$ cat src/rtl/ddr_frame_aligner.sv
// Rebuilds octets from DDR nibble pairs at the correct phase and acquires frame
// lock on a sync word using a HUNT/PRESYNC/SYNC flywheel.
module ddr_frame_aligner #(
  parameter int                     PAD_WIDTH = 4,
  parameter logic [2*PAD_WIDTH-1:0] SYNC_WORD = 8'hF6,
  parameter int                     FRAME_LEN = 2430,
  parameter int                     CONFIRM   = 2,
  parameter int                     LOSS      = 4
) (
  input  logic                   inclock,
  input  logic                   rst,
  input  logic [PAD_WIDTH-1:0]   dataout_h,
  input  logic [PAD_WIDTH-1:0]   dataout_l,
  output logic [2*PAD_WIDTH-1:0] data_out,
  output logic                   data_valid,
  output logic                   frame_start,
  output logic                   locked,
  output logic                   phase
);

  localparam int W  = 2 * PAD_WIDTH;
  localparam int CW = $clog2(FRAME_LEN);
  localparam int HW = $clog2(CONFIRM) + 1;
  localparam int MW = $clog2(LOSS) + 1;

  typedef enum logic [1:0] {
    HUNT,
    PRESYNC,
    SYNC
  } state_t;

  state_t          state, state_n;
  logic [CW-1:0]   cnt, cnt_n, cnt_inc;
  logic [HW-1:0]   hit_cnt, hit_n, hit_inc;
  logic [MW-1:0]   miss_cnt, miss_n, miss_inc;
  logic            phase_n;
  logic [PAD_WIDTH-1:0] h_prev;
  logic [W-1:0]    cand0, cand1, sel;
  logic            check;

  // Phase 1 pairs last cycle's rising-edge nibble with this cycle's falling-edge one.
  always_comb begin
    cand0    = {dataout_l, dataout_h};
    cand1    = {h_prev, dataout_l};
    sel      = phase ? cand1 : cand0;
    cnt_inc  = (cnt == CW'(FRAME_LEN - 1)) ? '0 : cnt + CW'(1);
    hit_inc  = hit_cnt + HW'(1);
    miss_inc = miss_cnt + MW'(1);
    check    = (cnt == '0);
  end

  always_comb begin
    state_n = state;
    cnt_n   = cnt;
    hit_n   = hit_cnt;
    miss_n  = miss_cnt;
    phase_n = phase;
    case (state)
      HUNT: begin
        cnt_n = '0;
        if (cand0 == SYNC_WORD) begin
          phase_n = 1'b0;
          hit_n   = '0;
          cnt_n   = CW'(1);
          state_n = PRESYNC;
        end else if (cand1 == SYNC_WORD) begin
          phase_n = 1'b1;
          hit_n   = '0;
          cnt_n   = CW'(1);
          state_n = PRESYNC;
        end
      end
      PRESYNC: begin
        cnt_n = cnt_inc;
        if (check) begin
          if (sel == SYNC_WORD) begin
            hit_n = hit_inc;
            if (hit_inc == HW'(CONFIRM)) begin
              state_n = SYNC;
              miss_n  = '0;
            end
          end else begin
            state_n = HUNT;
            cnt_n   = '0;
          end
        end
      end
      SYNC: begin
        cnt_n = cnt_inc;
        if (check) begin
          if (sel == SYNC_WORD) begin
            miss_n = '0;
          end else begin
            miss_n = miss_inc;
            if (miss_inc == MW'(LOSS)) begin
              state_n = HUNT;
              cnt_n   = '0;
            end
          end
        end
      end
      default: begin
        state_n = HUNT;
        cnt_n   = '0;
      end
    endcase
  end

  always_ff @(posedge inclock) begin
    if (rst) begin
      state    <= HUNT;
      cnt      <= '0;
      hit_cnt  <= '0;
      miss_cnt <= '0;
      phase    <= 1'b0;
      h_prev   <= '0;
    end else begin
      state    <= state_n;
      cnt      <= cnt_n;
      hit_cnt  <= hit_n;
      miss_cnt <= miss_n;
      phase    <= phase_n;
      h_prev   <= dataout_h;
    end
  end

  // Outputs reflect the current cycle's state, so frame_start lines up with the sync word.
  always_ff @(posedge inclock) begin
    if (rst) begin
      data_out    <= '0;
      data_valid  <= 1'b0;
      frame_start <= 1'b0;
      locked      <= 1'b0;
    end else begin
      data_out    <= sel;
      data_valid  <= (state != HUNT);
      frame_start <= (state == SYNC) && check;
      locked      <= (state == SYNC);
    end
  end

endmodule

$ cat config.mk
export PLATFORM = sky130hd
export DESIGN_NAME = ddr_frame_aligner
export DESIGN_NICKNAME = d
export VERILOG_FILES = /design/src/rtl/ddr_frame_aligner.sv
export SDC_FILE = /design/constraint.sdc
export NUM_CORES = 1
export LEC_CHECK = 0
export ABC_AREA = 1
export BUFFER_PORTS_ARGS = -buffer_cell sky130_fd_sc_hd__buf_2
export CAP_MARGIN = 30
export CORE_UTILIZATION = 50
export DETAILED_ROUTE_END_ITERATION = 10
export PLACE_DENSITY = 0.73
export SKIP_CTS_REPAIR_TIMING = 1
export SLEW_MARGIN = 20
export SYNTH_ARGS = -nofsm -noshare
export SYNTH_HDL_FRONTEND = slang
export SYNTH_SLANG_ARGS = --single-unit
$ cat constraint.sdc
create_clock -name inclock -period 3.35 [get_ports inclock]
set_input_delay 0.5025 -clock inclock [delete_from_list [all_inputs] [get_ports inclock]]
set_output_delay 0.5025 -clock inclock [all_outputs]
set_load 0.005 [all_outputs]
==> results of run 1 <==
[sequential cells by signal, indices dropped and copies added, names as in the netlist, 2 cells and up]
signal	cells
hit_cnt	2
state	2
miss_cnt	3
cnt	12
h_prev	4
data_out	8
[cells in the mapped netlist (all sizes together)]
master and n:
nor4 1, nor2 41, or2 1, a21oi 10, xor2 5, nand2 67, clkbuf 2, and2 1
o21ai 10, dfxtp 35, inv 30, nor3 5, buf 2, xnor2 3, ha 6, nand3 13
nand4 5
[area by class of cell]
| cell class | instances | area (µm²) |
|---|---|---|
| clock buffers | 6 | 51.30 |
| multi-input cells | 168 | 897.1 |
| clock inverters | 2 | 35.03 |
| inverters | 30 | 120.1 |
| repair buffers | 21 | 105.1 |
| fillers | 321 | 1370 |
| flip-flops and latches | 35 | 700.7 |
| well taps | 46 | 57.56 |
[stage by stage]
| step | utilization (%) | hold slack (ns) |
|---|---|---|
| floorplan | - | 0.4354 |
| global placement | 56.36 | 0.4648 |
| detailed placement | 56.36 | 0.4619 |
| CTS | 58.94 | 0.3696 |
| global route | 58.94 | 0.3803 |
| finish | 58.94 | 0.3868 |
[layer usage]
| metal | vias to the layer above | GRT usage, % |
|---|---|---|
| met4 | 0 | 7.468 |
| met3 | 5 | 7.143 |
| met1 | 641 | 25.23 |
| met2 | 12 | 31.21 |
| met5 | - | 0 |
| li1 | 785 | - |
[how the worst min path moves through the flow]
stage	end	slack, ns	depth (start not counted)
3_5_place_dp	hit_cnt[0]	0.46	1
5_1_grt	h_prev[1]	0.38	3
2_1_floorplan	hit_cnt[0]	0.44	1
6_report	h_prev[1]	0.39	3
3_3_place_gp	hit_cnt[0]	0.46	1
4_1_cts	h_prev[1]	0.37	3
[power by group]
part / internal [mW] / switching [mW]
Clock: 0.176 / 0.142
Sequential: 0.426 / 0.00405
Combinational: 0.0195 / 0.0334
Total: 0.622 / 0.180
[critical path: cells and delay by family (launching register included)]
family	cells	cell delay (ns)
AND/OR/NAND/NOR	10	1.19
flip-flops	1	0.61
[kinds of logic after synthesis]
group / synth area share (%)
fa+ha+maj: 4.295
buf+inv: 8.590
compound gates: 5.727
simple gates: 37.29
xor+xnor: 4.009
flops: 40.09
==> impl_metrics.json, run 1 <==
{
  "r2r-start": "phase",
  "crit_slowest_cell": "dfxtp_1",
  "ioPinCount": 22,
  "drt_iter0_drc": 73,
  "critPathMaxFanout": 11,
  "yosysTopAreaCell": "dfxtp_1",
  "r2r_slack_ns": 1.47,
  "crit_type": "register to register",
  "grt_max_degree": 18,
  "syn-cell-area_um2": 1748,
  "cp-start-kind": "register",
  "cts.sinks": 35,
  "met2_wirelength_um": 1406,
  "synth-seq-cells": 35,
  "antenna_found_initial": 0,
  "track_usage_pct": 19.94,
  "arrival_ns": 2.15,
  "grt_pass1_wl_um": 5423,
  "htree_levels": 2,
  "vias": 1443,
  "rsz0062_at_grt": "no",
  "worstMarginPinSlew_ns": 0.4461,
  "yosysSeqAreaShare_pct": 40.09,
  "place_area_um2": 1881,
  "cts_root_buffer": "clkbuf_4",
  "wl_per_cell_um": 10.16,
  "wl_met1_um": 1601,
  "cts_buffers": 5,
  "end_kind": "register",
  "clk_latency_ns": 0.34,
  "timing.fmax_mhz": 531.7,
  "wirelength_um": 3130,
  "vdd_drop_max_mv": 0.2863,
  "report.power.total_mw": 0.8015,
  "ys_warn_count": 0,
  "final.setup.worst_slack_ns": 1.469,
  "cts_tree": "done",
  "r2r-end": "cnt[7]",
  "post-place-ws_ns": 1.473,
  "area_growth_syn_to_layout_pct": 12.53,
  "rr_worst_depth": 10,
  "ant_nets": 0,
  "top_layer": "met4",
  "finalSetupViolCount": 0,
  "final_common_cell": "nand2_1",
  "p_leak_nw": 0.8836,
  "ys_types": 26,
  "core_um2": 3337,
  "slew_headroom_pct": 70.22,
  "hold_path_class": "input port to register",
  "drive_above_1_share_pct": 23.28,
  "avgSynthCellArea_um2": 7.375,
  "final_cells": 308,
  "timing.critical_path.mode_cell": "nand2_4",
  "fin_nets": 277,
  "ys_top_cells_by_area": "dfxtp_1 (40%), nand2_1 (12%), nor2_1 (6.2%)",
  "viasPerCell": 4.685,
  "initial_core_util_pct": 52.38,
  "wl_met3_um": 87,
  "fp.dieW_um": 61.13,
  "post-dp-hpwl_um": 2383,
  "hold_viol": 0,
  "final_cell_mix": "nand2_1 (55), dfxtp_1 (35), nor2_1 (29)",
  "worstSetupEndpoint": "cnt[7]",
  "clkTransAtPathRegs_ns": 0.11,
  "finalSetupTns_ns": 0,
  "gp_congestion": 0.8523,
  "outcome": "complete, no violations",
  "power_density_nw_per_um2": 407.5,
  "slew_viol_final": 0,
  "die_y_um": 61.13,
  "path_cells": "nand2_1 -> nand2_2 -> nand2_2 -> nor2_4 -> nand2_4 -> nand2_4 -> nand2_4 -> nand3_2 -> nand3_2 -> nor2_2",
  "skew_ns": 0.01337,
  "synth_top_cell_area_share_pct": 40.09,
  "fin_crit_ns": 1.881,
  "die_area_um2": 3736,
  "grt_pass1_vias": 1309,
  "rows": 21,
  "place.port_buffers": 21,
  "netlist_instances": 237,
  "fin_area_um2": 1967,
  "cts_max_path_buffers": 2,
  "slowest_delay_ns": 0.61,
  "startpoint": "phase",
  "gr-total-overflow": 0,
  "synth_nets": 253,
  "min-delay-start": "dataout_h[1]",
  "fin_crit_sh_pct": 56.14,
  "dpl.cell_count": 300,
  "first_pass_iters": 4,
  "cp.required_ns": 3.62,
  "antenna_cells": 0,
  "drc_errors": 0,
  "max_cap_violations": 0
}
No activity file was read; power rests on OpenSTA's default activity.
==> inputs of run 2 (changes only) <==
Clock period 3.35 ns to 1.85 ns, I/O delays scaled along.
==> impl_metrics.json, run 2 (synthesis results as in run 1) <==
{
  "seq_power_share_pct": 57.5,
  "power_density_nw_per_um2": 685.8,
  "rows": 21,
  "final_cell_mix": "nand2_1 (55), dfxtp_1 (34), nor2_1 (29)",
  "place_area_um2": 1901,
  "fin_crit_sh_pct": 86.25,
  "worst-path-buf-inv": 2,
  "r2r-start": "cnt[0]",
  "cts_root_buffer": "clkbuf_4",
  "final_common_cell": "nand2_1",
  "end_kind": "register",
  "cts_buffers": 5,
  "arrival_ns": 1.88,
  "skew_ns": 0.009067,
  "post-dp-hpwl_um": 2348,
  "htree_levels": 2,
  "gp_congestion": 0.8358,
  "fin_area_um2": 1974,
  "vdd_drop_max_mv": 0.5147,
  "fp.dieW_um": 61.13,
  "slowest_delay_ns": 0.42,
  "swShare_pct": 24.01,
  "slew_headroom_pct": 72.01,
  "ant_nets": 0,
  "drt_iter0_drc": 68,
  "place.port_buffers": 21,
  "initial_core_util_pct": 52.38,
  "critPathMaxFanout": 11,
  "antenna_cells": 0,
  "rr_worst_depth": 10,
  "wl_per_cell_um": 9.909,
  "min-delay-start": "dataout_h[1]",
  "largest_reg_flops": 12,
  "slew_viol_final": 0,
  "gr-total-overflow": 0,
  "cts_max_path_buffers": 2,
  "cts_tree": "done",
  "outcome": "complete, no violations",
  "timing.fmax_mhz": 626.7,
  "cts.sinks": 35,
  "finalSetupTns_ns": 0,
  "core_um2": 3337,
  "min_to": "h_prev[1]",
  "grt_pass1_wl_um": 5078,
  "ioPinCount": 22,
  "internal_power_mw": 1.029,
  "finalSetupViolCount": 0,
  "die_area_um2": 3736,
  "grt_pass1_vias": 1226,
  "path_cells": "inv_1 -> ha_1 -> nand3_1 -> nor2_1 -> nand2_1 -> o21ai_0 -> nand3_2 -> nand3_2 -> buf_12 -> nor2_1",
  "p_switching_mw": 0.3251,
  "r2r_slack_ns": 0.25,
  "hold_viol": 0,
  "viasPerCell": 4.566,
  "area_growth_syn_to_layout_pct": 12.96,
  "crit_slowest_cell": "dfxtp_1",
  "regMostFlops": "cnt",
  "reg_top3": "cnt: 12 flops, data_out: 8 flops, h_prev: 4 flops",
  "antenna_found_initial": 0,
  "cp-start-kind": "register",
  "cp.required_ns": 2.13,
  "first_pass_iters": 4,
  "drc_errors": 0,
  "grt_max_degree": 18,
  "clkPwrFrac_pct": 35.3,
  "min_path_cells": 3,
  "clkTransAtPathRegs_ns": 0.11,
  "drive_above_1_share_pct": 23.95,
  "crit_type": "register to register",
  "fin_crit_ns": 1.596,
  "r2r-end": "cnt[10]",
  "pwr-share-comb_pct": 7.2,
  "wirelength_um": 3062,
  "crit_family": "simple AND/OR/NAND/NOR gates",
  "vias": 1411,
  "die_y_um": 61.13,
  "track_usage_pct": 19.19,
  "fin_nets": 278,
  "p_leak_nw": 0.8841,
  "rsz0062_at_grt": "no",
  "hold_path_class": "input port to register",
  "worstMarginPinSlew_ns": 0.4163,
  "clk_latency_ns": 0.34,
  "max_cap_violations": 0
}
## run 2: changes by cell type in the layout (fill, tap and decap cells not counted)
cell / previous run / this run
clkinv_2: 1 / 0
dfxtp_1: 35 / 34
buf_12: 0 / 1
bufinv_16: 1 / 0
dfxtp_2: 0 / 1
clkinvlp_4: 0 / 1
clkbuf_8: 1 / 2
## run 2: power by group through the flow
stage / Sequential [mW] / Combinational, mW / Clock, mW
3_5_place_dp: 0.795 / 0.0970 / 0
5_1_grt: 0.781 / 0.111 / 0.517
2_1_floorplan: 0.796 / 0.0593 / 0
6_report: 0.778 / 0.0973 / 0.478
3_3_place_gp: 0.796 / 0.0966 / 0
4_1_cts: 0.778 / 0.0975 / 0.492
## run 2: worst max-delay path by stage
stage            from  depth (start not counted)         end  slack [ns]
6_report       cnt[0]                         10     cnt[10]        0.25
5_1_grt        cnt[0]                         10     cnt[10]        0.15
4_1_cts         phase                         11     cnt[10]        0.10
3_5_place_dp    phase                         11     cnt[10]        0.13
3_3_place_gp    phase                         11  hit_cnt[1]        0.18
2_1_floorplan   phase                         12      cnt[6]        0.43
## run 2: area by class of cell
type | instances | area (µm²)
inverters | 30 | 120.1
well taps | 46 | 57.56
repair buffers | 22 | 125.1
clock buffers | 7 | 65.06
flip-flops and latches | 35 | 701.9
clock inverters | 1 | 7.507
fillers | 344 | 1363
multi-input cells | 168 | 897.1
## run 2: metal layers
| metal | vias up | global-route usage, % | part of all wire, % |
|---|---|---|---|
| met1 | 604 | 24.71 | 51 |
| met3 | 5 | 6.933 | 3.4 |
| met2 | 15 | 29.19 | 43 |
| li1 | 787 | - | - |
| met5 | - | 0 | 0 |
| met4 | 0 | 7.792 | 1.9 |
## run 2: worst reg2reg max path, stage by stage (launching register included)
cell and delay [ns]:
dfxtp_1 0.42, inv_1 0.06, ha_1 0.19, nand3_1 0.11, nor2_1 0.06, nand2_1 0.13
o21ai_0 0.13, nand3_2 0.12, nand3_2 0.08, buf_12 0.17, nor2_1 0.07
## run 2: stage by stage
stage / utilization, % / hold slack, ns / total power [mW] / worst slack, ns / instances
2_1_floorplan: - / 0.3845 / 0.8556 / 0.4317 / 237
3_3_place_gp: 56.96 / 0.4609 / 0.8924 / 0.1782 / 301
3_5_place_dp: 56.96 / 0.4601 / 0.8924 / 0.1275 / 301
4_1_cts: 59.13 / 0.1604 / 1.368 / 0.1019 / 309
5_1_grt: 59.17 / 0.1759 / 1.408 / 0.1487 / 309
6_report: 59.17 / 0.1688 / 1.354 / 0.2543 / 309
==> inputs of run 3 (changes only) <==
--- a/config.mk
+++ b/config.mk
@@ -14,3 +14,2 @@
 export SKIP_CTS_REPAIR_TIMING = 1
-export SLEW_MARGIN = 20
 export SYNTH_ARGS = -nofsm -noshare
==> constraint.sdc (replaced) <==
create_clock -name inclock -period 1.95 [get_ports inclock]
set_input_delay 0.0975 -clock inclock [delete_from_list [all_inputs] [get_ports inclock]]
set_output_delay 0.0975 -clock inclock [all_outputs]
set_load 0.005 [all_outputs]
==> impl_metrics.json, run 3 (synthesis results as in run 1) <==
{
  "die_y_um": 61.13,
  "vdd_drop_max_mv": 0.4285,
  "slowest_delay_ns": 0.51,
  "n_fill_cell": 344,
  "drc_errors": 0,
  "arrival_ns": 1.98,
  "grt_use_met2_pct": 31.21,
  "met3_usage_pct": 5.672,
  "cts_max_path_buffers": 2,
  "antenna_cells": 0,
  "cts_tree": "done",
  "place.port_buffers": 21,
  "antenna_found_initial": 0,
  "rows": 21,
  "p_leak_nw": 0.8867,
  "clk_latency_ns": 0.34,
  "grt_pass1_wl_um": 5416,
  "final_common_cell": "nand2_1",
  "slew_viol_final": 0,
  "fin_crit_sh_pct": 89.05,
  "top_usage_layer": "met2",
  "largest_reg_flops": 12,
  "wl_per_cell_um": 10.21,
  "drive_above_1_share_pct": 23.77,
  "slew_headroom_pct": 73.47,
  "r2r_slack_ns": 0.21,
  "viasPerCell": 4.743,
  "final_core_util_pct": 59.28,
  "end_kind": "register",
  "skew_ns": 0.01014,
  "final_cell_mix": "nand2_1 (55), dfxtp_1 (35), nor2_1 (29)",
  "min_to": "h_prev[2]",
  "crit_family": "simple AND/OR/NAND/NOR gates",
  "hold_viol": 0,
  "cts.sinks": 35,
  "fin_nets": 280,
  "die_area_um2": 3736,
  "cts_root_buffer": "clkbuf_4",
  "dpl.cell_count": 302,
  "gr-total-overflow": 0,
  "worstMarginPinSlew_ns": 0.3947,
  "report.power.total_mw": 1.283,
  "max_cap_violations": 0,
  "worst-path-buf-inv": 3,
  "regMostFlops": "cnt",
  "min_path_cells": 3,
  "power_density_nw_per_um2": 648.5,
  "initial_core_util_pct": 52.38,
  "rsz0062_at_grt": "no",
  "rr_worst_depth": 13,
  "crit_type": "register to register",
  "r2r-end": "cnt[10]",
  "area_growth_syn_to_layout_pct": 13.17,
  "ant_nets": 0,
  "cp.required_ns": 2.19,
  "cts_buffers": 5,
  "finalSetupTns_ns": 0,
  "track_usage_pct": 19.87,
  "reg_top3": "cnt: 12 flops, data_out: 8 flops, h_prev: 4 flops",
  "finalSetupViolCount": 0,
  "timing.fmax_mhz": 575.8,
  "r2r-start": "phase",
  "first_pass_iters": 4,
  "drt_iter0_drc": 103,
  "wirelength_um": 3176,
  "htree_levels": 2,
  "core_um2": 3337,
  "grt_pass1_vias": 1292,
  "cp-start-kind": "register",
  "fin_crit_ns": 1.737,
  "post-place-ws_ns": 0.2052,
  "gp_congestion": 0.9090,
  "met1_usage_pct": 25.39,
  "path_cells": "buf_4 -> inv_8 -> nand2_1 -> nand2_1 -> nand2_1 -> nor2_4 -> nand2_4 -> nand2_4 -> nand2_4 -> nand3_2 -> nand3_2 -> buf_4 -> nor2_1",
  "ioPinCount": 22,
  "crit_slowest_cell": "dfxtp_1",
  "clkTransAtPathRegs_ns": 0.10,
  "fp.dieW_um": 61.13,
  "hold_path_class": "input port to register",
  "critPathMaxFanout": 11,
  "post-dp-hpwl_um": 2394,
  "min-delay-start": "dataout_h[2]",
  "final.setup.worst_slack_ns": 0.2134,
  "outcome": "complete, no violations",
  "grt_max_degree": 18,
  "final_cells": 311,
  "vias": 1475
}
## run 3: cell types whose count changed in the layout (fill, tap and decap cells not counted)
cell           before  now
buf_12              1    0
dlygate4sd3_1       0    1
buf_4               0    2
dfxtp_1            34   35
dfxtp_2             1    0
## run 3: layout make-up
type	instances	area [µm²]	area share [%]
Multi-Input combinational cell	168	897.1	45.35
Sequential cell	35	700.7	35.42
Timing Repair Buffer	24	130.1	6.578
Inverter	30	120.1	6.072
Clock buffer	7	65.06	3.289
Tap cell	46	57.56	2.910
Clock inverter	1	7.507	0.3795
## run 3: per-layer routing
layer  routed length (µm)  part of all wire, %
met2                 1451                   46
met5                    0                    0
met3                  131                  4.1
met4                   57                  1.8
met1                 1535                   48
## run 3: worst max-delay path by stage
stage          cells after the start       to  slack, ns  startpoint
2_1_floorplan                     12   cnt[6]       0.53       phase
3_3_place_gp                      13  cnt[10]       0.31       phase
3_5_place_dp                      13  cnt[10]       0.21       phase
4_1_cts                           13  cnt[10]       0.19       phase
5_1_grt                           13  cnt[10]       0.06       phase
6_report                          13  cnt[10]       0.21       phase
## run 3: power by group
| group | total [mW] | switching [mW] | internal [mW] |
|---|---|---|---|
| Sequential | 0.738 | 0.00637 | 0.732 |
| Clock | 0.449 | 0.239 | 0.211 |
| Combinational | 0.0952 | 0.0601 | 0.0350 |
## run 3: worst min-delay path: stages
cell and delay, ns:
buf_2 0.09, inv_1 0.05, nor2_1 0.07
## run 3: metrics by stage
step | area, µm² | hold WS, ns
CTS | 1968 | -0.02086
finish | 1978 | 0.01055
detailed placement | 1896 | 0.3519
global route | 1978 | 0.02350
global placement | 1896 | 0.3500
floorplan | 1748 | 0.2045
